[config.mk]
export PLATFORM = sky130hd
export DESIGN_NAME = seq_bit_serializer
export DESIGN_NICKNAME = d
export VERILOG_FILES = /design/src/rtl/seq_bit_serializer.sv
export SDC_FILE = /design/constraint.sdc
export NUM_CORES = 1
export LEC_CHECK = 0
export CAP_MARGIN = 20
export CORE_UTILIZATION = 51
export DETAILED_ROUTE_END_ITERATION = 6
export GPL_TIMING_DRIVEN = 0
export PLACE_DENSITY = 0.77
export SLEW_MARGIN = 20
export SYNTH_ARGS = -nofsm -noshare
export SYNTH_HDL_FRONTEND = slang
export SYNTH_SLANG_ARGS = --single-unit
export TNS_END_PERCENT = 1
[constraint.sdc]
create_clock -name clk -period 2.7 [get_ports clk]
set_input_delay 0.54 -clock clk [delete_from_list [all_inputs] [get_ports clk]]
set_output_delay 0.54 -clock clk [all_outputs]
set_load 0.01 [all_outputs]
[src/rtl/seq_bit_serializer.sv]
// -----------------------------------------------------------------------------
// seq_bit_serializer
//   Turns parallel words into a contiguous serial bit stream for a downstream
//   sequence detector. Words are queued in a 2-entry in-order buffer and shifted
//   out one bit per clock, back-to-back with no idle cycles when the buffer
//   keeps up.
//
// Parameters
//   WIDTH     : bits per input word (2..16)
//   MSB_FIRST : 1 = bit WIDTH-1 leaves first, 0 = bit 0 leaves first
//   IDLE_BIT  : level driven on x whenever x_valid is low
//
// Ports
//   clk        : clock, rising edge
//   rst        : asynchronous active-high reset
//   clr        : synchronous flush of buffer and word in progress
//   din        : parallel word
//   din_valid  : din holds a word
//   din_ready  : a word can be accepted this cycle
//   x          : serial data (registered)
//   x_valid    : x carries a data bit (registered)
//   busy       : shifting or buffer non-empty
//   words_sent : count of fully shifted words, wraps at 256
// -----------------------------------------------------------------------------
module seq_bit_serializer #(
   parameter int WIDTH     = 4,
   parameter bit MSB_FIRST = 1'b1,
   parameter bit IDLE_BIT  = 1'b0
) (
   input  logic             clk,
   input  logic             rst,
   input  logic             clr,
   input  logic [WIDTH-1:0] din,
   input  logic             din_valid,
   output logic             din_ready,
   output logic             x,
   output logic             x_valid,
   output logic             busy,
   output logic [7:0]       words_sent
);

   localparam int            CW   = $clog2(WIDTH);
   localparam logic [CW-1:0] LAST = CW'(WIDTH - 1);

   typedef enum logic {IDLE, SHIFT} state_t;

   state_t           state_q, state_d;
   logic [1:0]       count_q, count_d;
   logic [CW-1:0]    cnt_q, cnt_d;
   logic             x_q, x_d;
   logic             xv_q, xv_d;
   logic [7:0]       ws_q, ws_d;
   logic [WIDTH-1:0] buf_q [2];
   logic [WIDTH-1:0] sreg_q;

   logic             last, load, push, pop, wr_idx;

   // Bit that leaves first from a word in shift order.
   function automatic logic pick(input logic [WIDTH-1:0] w);
      return MSB_FIRST ? w[WIDTH-1] : w[0];
   endfunction

   // Advance the shift register by one bit in shift order.
   function automatic logic [WIDTH-1:0] advance(input logic [WIDTH-1:0] w);
      return MSB_FIRST ? {w[WIDTH-2:0], 1'b0} : {1'b0, w[WIDTH-1:1]};
   endfunction

   assign din_ready = (count_q < 2'd2) && !clr;
   assign push      = din_valid && din_ready;
   assign last      = (state_q == SHIFT) && (cnt_q == LAST);
   // The head word is taken either from IDLE or on the last bit of the
   // current word, which keeps consecutive words gap-free.
   assign load      = !clr && (count_q != 2'd0) && ((state_q == IDLE) || last);
   assign pop       = load;
   // Pop happens before push within the edge, so a push with a pop lands
   // one slot lower than the current count would suggest.
   assign wr_idx    = (count_q == 2'd1) && !pop;

   always_comb begin
      state_d = state_q;
      count_d = count_q;
      cnt_d   = cnt_q;
      x_d     = x_q;
      xv_d    = xv_q;
      ws_d    = ws_q;
      if (clr) begin
         state_d = IDLE;
         count_d = 2'd0;
         cnt_d   = '0;
         x_d     = IDLE_BIT;
         xv_d    = 1'b0;
      end else begin
         count_d = count_q + 2'(push) - 2'(pop);
         if (last)
            ws_d = ws_q + 8'd1;
         if (load) begin
            state_d = SHIFT;
            cnt_d   = '0;
            x_d     = pick(buf_q[0]);
            xv_d    = 1'b1;
         end else if (state_q == SHIFT) begin
            if (last) begin
               state_d = IDLE;
               cnt_d   = '0;
               x_d     = IDLE_BIT;
               xv_d    = 1'b0;
            end else begin
               cnt_d   = cnt_q + CW'(1);
               x_d     = pick(advance(sreg_q));
               xv_d    = 1'b1;
            end
         end
      end
   end

   // Control state: state, buffer occupancy, bit counter, outputs
   always_ff @(posedge clk or posedge rst) begin
      if (rst) begin
         state_q <= IDLE;
         count_q <= 2'd0;
         cnt_q   <= '0;
         x_q     <= IDLE_BIT;
         xv_q    <= 1'b0;
         ws_q    <= 8'd0;
      end else begin
         state_q <= state_d;
         count_q <= count_d;
         cnt_q   <= cnt_d;
         x_q     <= x_d;
         xv_q    <= xv_d;
         ws_q    <= ws_d;
      end
   end

   // Data storage: buffer slots and shift register, qualified by control
   always_ff @(posedge clk) begin
      if (pop)
         buf_q[0] <= buf_q[1];
      if (push)
         buf_q[wr_idx] <= din;
      if (load)
         sreg_q <= buf_q[0];
      else if (state_q == SHIFT)
         sreg_q <= advance(sreg_q);
   end

   assign x          = x_q;
   assign x_valid    = xv_q;
   assign busy       = (state_q == SHIFT) || (count_q != 2'd0);
   assign words_sent = ws_q;

endmodule

# Yosys cells after proc, flatten, opt, wreduce, memory -nomap -nowiden
# Memory sizes are Yosys's and may differ from the RTL's.
# Cells that the tools add are included.
# totals
out_inout_bits	12
input_bits	8
ff_bits	18
n_memories	1
mem_bits_rw	8
# mem_list
memory	words	word_bits	read_ports	rd_clocked_by_memory_dff	wr	line_no	source
buf_q	2	4	2	0	2	53	logic [WIDTH-1:0] buf_q [2];
# op_classes
n_bitwise	2
n_eq_ne	2
n_lt_le_gt_ge	1
muxes	22
add_sub_neg	4
reduce_logical	14
# op_table
operator	count
two-way mux 1 bit	15
two-way mux 2 bit	5
adder 8 x 1 -> 8 bit, second input constant	1
logical AND 1 bit	6
two-way mux 3 bit	2
nonzero test 2 bit	2
nonzero test 3 bit	1
adder 2 x 1 -> 2 bit	1
adder 2 x 1 -> 2 bit, second input constant	1
equality test 2 x 1 -> 1 bit, second input constant	1
equality test 2 bit, second input constant	1
zero test 1 bit	2
logical OR 1 bit	2
< comparator 2 bit, second input constant	1
inverter 1 bit	2
AND reduction 2 bit	1
subtractor 2 x 1 -> 2 bit	1

# Logic depth before layout (Yosys ltp)
# logic_depth
depth_word	6
depth_mapped	9

# Least setup slack after synthesis
# No wires, ideal clock.
# synth_timing
kind	register to register
from	reg cnt_q[0]
to	reg count_q[1]
path_slack_ns	0.735
t_arrival_ns	1.879
required_time_ns	2.614
path_stages_with_launch	10
setup_time_ns	0.086
cell_sequence	dfrtp_1 > ha_1 > and2b_1 > nor3_4 > ha_1 > inv_1 > ha_1 > xor2_1 > and2_2 > nor3_1
# synth_via
elab_chain_cells	6
# synth_rtl
element	line_no	source
start, declared	49	logic [CW-1:0] cnt_q, cnt_d;
start signal, assigned	128	cnt_q <= cnt_d;
equality test 2 bit	70	assign last = (state_q == SHIFT) && (cnt_q == LAST);
logical AND 1 bit	70	
logical OR 1 bit	73	assign load = !clr && (count_q != 2'd0) && ((state_q == IDLE) || last);
logical AND 1 bit	73	
via load	56	logic last, load, push, pop, wr_idx;
subtractor 2 x 1 -> 2 bit	93	count_d = count_q + 2'(push) - 2'(pop);
two-way mux 2 bit	86	if (clr) begin
via count_d[1]	48	logic [1:0] count_q, count_d;
end signal, assigned	127	count_q <= count_d;
end, declared	48	
# The timed path passes the listed nets, and every way through them passes these cells.
# A chain may end at the register's enable or synchronous reset.

# Final worst setup path
# layout_timing
from	in clr
to	out din_ready
# layout_via
elab_chain_cells	2
# layout_rtl
element	line_no	source
start, declared	32	input logic clr,
zero test 1 bit	68	assign din_ready = (count_q < 2'd2) && !clr;
logical AND 1 bit	68	
end, declared	35	output logic din_ready,
# No other way between the ends.

==> results.yml <==
power:
  p_leak_nw: 0.656
  totalPowerFinal_w: 0.00125
  power_density_mw_per_mm2: 828
  peakVddDrop_v: 0.000479
setup_path:
  cpMostUsedCell: "clkdlybuf4s50_1"
  crit_chain: "clkdlybuf4s50_1 -> clkbuf_1 -> nor2_1 -> clkdlybuf4s50_1"
  slowest_stage: "clkdlybuf4s50_1"
  crit_path_max_incr_delay_ps: 610
  start_kind: "input port"
  path_class: "in -> out"
  critPathTopFamily: "buffers and inverters"
  cp.arrival_ps: 2080
  end_kind: "output port"
  crit_required_ps: 2160
  cp_max_fo: 10
  path_buf_inv: 3
global_route:
  grt_pass1_vias: 804
  gr-total-overflow: 0
  grt_pass1_wl_um: 3350
  grt_max_degree: 16
  grtUsageTotal_pct: 17.6
  antenna_found_initial: 0
cells_and_area:
  diodes: 0
  multi_input_area_sq_um: 489
  finalNetCount: 130
  drive_above_1_share_pct: 13.7
  area_growth_pct: 22.6
  fill_cells: 172
  seq_area_sq_um: 706
timing:
  min_period_ps: 2620
  setup-violations-final: 0
  tightest_slew_ps: 852
  clock_skew_ps: 5.08
  hold_violations: 0
  fmax_mhz: 382
  post-route-period-util_pct: 96.9
  fin_tns_setup_ps: 0
  max_slew_margin_pct: 42.4
  maxSlewViolCount: 0
  rsz0062_at_grt: "false"
clocking:
  clk_pin_slew_worst_paths_ps: 140
  clk_latency_ps: 330
  post_cts_buffers: 0
  ctsResizeCount: 0
  cts_hold_buf: 0
  cts_buffers: 3
  cts-root-buf: "clkbuf_4"
  htreeDepth: 1
  cts_sinks: 26
  clk_path_buf_depth: 2
  cts_tree: "done"
route:
  topRoutingLayerUsed: "met4"
  routed_wl_um: 1990
  dr.pass1.iters: 4
  antenna_left: 0
  drt-vias-per-instance: 5.61
  drcViolationCount: 0
  wl_met3_um: 109
  met2_length_um: 1010
  drt_iter0_markers: 19
  wire_per_inst_um: 13.7
  num_vias: 814
  m1WireLength_um: 839
die:
  coreArea_sq_mm: 0.00223
  die_area_sq_mm: 0.00261
  rows: 17
  start_util_pct: 55.0
  die_h_um: 51.1
  die_w_um: 51.1
  ios: 20
status:
  status: "complete, no violations"
synthesis:
  postSynth.asyncResetShare_pct: 57.7
  synth_common_cells: "dfrtp_1, edfxtp_1, nor2_1"
  synth_area_leaders: "dfrtp_1, edfxtp_1, mux2_4, ha_1, xor2_1"
  syn_area_sq_mm: 0.00123
  synth_top_area_share_pct: 30.5
  synth.avg_cell_area_sq_um: 13.1
  syn_inst: 94
  yosys.area.top_type: "dfrtp_1"
  ys_ff_latch: 26
  yosysWarnings: 0
  synth_ff_type: "dfrtp_1"
  yosys.cell_count.top_type: "dfrtp_1"
  seq_area_frac_synth_pct: 57.4
  synth-edff-count: 11
  ys_types: 35
  syn-num-nets: 106
flow_run:
  maxCapViolCount: 0
placed_design:
  place_congestion: 0.823
  port_buffers: 19
  hpwlAfterDp_um: 1510
hold_path:
  hold_path.class: "reg -> reg"
## logic make-up (layout without fill, tap and decap cells)
family                     count (synthesis)  in the layout  synth area share [%]
and+or+nand+nor                           32             32                  15.9
DFF                                       26             26                  57.4
AOI/OAI and AO/OA                          9              9                  5.70
xor gates and xnor gates                   8              8                  5.70
muxes                                      8              8                  8.45
buffers and inverters                      7             30                  2.75
adders and majority gates                  4              4                  4.07
## final timing paths
path,slack (ps),depth (start not counted),startpoint,end
min,480,1,words_sent[7]$_DFFE_PP0P_,words_sent[7]$_DFFE_PP0P_
max in group asynchronous,1780,2,rst,words_sent[7]$_DFFE_PP0P_
max,80,4,clr,din_ready
max reg2reg,460,4,cnt_q[0]$_DFFE_PP0P_,buf_q[1][2]$_DFFE_PP_
min in group asynchronous,550,2,rst,words_sent[6]$_DFFE_PP0P_
min reg2reg,480,1,words_sent[7]$_DFFE_PP0P_,words_sent[7]$_DFFE_PP0P_
## sequential cells by signal, indices dropped and copies added, names as in the netlist
register	count
cnt_q	2
sreg_q	3
x_valid	1
state_q	1
words_sent	8
x	1
buf_q	8
count_q	2
## layout make-up
cell class	instances	share of cell area, %
inverters	3	0.748
well taps	28	2.33
multi-input cells	61	32.5
plain buffers	4	1.50
clock buffers	3	1.50
clock inverters	1	1.99
flip-flops and latches	26	46.8
repair buffers	19	12.6
## routing by layer
| layer | GRT usage [%] | vias up |
|---|---|---|
| met5 | 0 | - |
| met4 | 8.80 | 0 |
| met3 | 2.98 | 4 |
| met2 | 31.4 | 36 |
| met1 | 20.0 | 390 |
| li1 | - | 384 |
## through the flow
stage                     util (%)  area [sq um]  setup slack, ps  hold slack (ps)  instances
after floorplan                  -          1230              735              441         94
after global placement        65.1          1450             91.5              455        141
after detailed placement      65.1          1450             21.0              464        141
after CTS                     67.5          1510             83.7              487        145
after global routing          67.5          1510             37.8              503        145
final                         67.5          1510             83.8              482        145
## worst reg2reg max path: stages (launching register included)
cell     delay [ps]
dfrtp_1         420
ha_1            260
and2b_1         360
nor3_4          100
nor4b_1         750
## cells in the final DEF (no fill, tap or decap), types with 2 or more instances in the layout
master           count
a21oi_1              2
clkbuf_1             3
clkbuf_4             3
clkdlybuf4s50_1     19
dfrtp_1             15
edfxtp_1            11
ha_1                 4
inv_1                3
mux2_2               3
mux2_4               4
nand2_1              3
nand4_1              4
nor2_1               8
nor2b_1              2
nor3_1               4
xnor2_1              3
xor2_1               5
## where the power goes
group | leakage (nW) | switching, W | internal [W]
Clock | 0.0279 | 0.000119 | 0.000150
Combinational | 0.320 | 0.000213 | 0.000204
Sequential | 0.308 | 0.0000422 | 0.000519
Total | 0.656 | 0.000375 | 0.000873
Note: power is estimated with default switching activity, not from simulation.
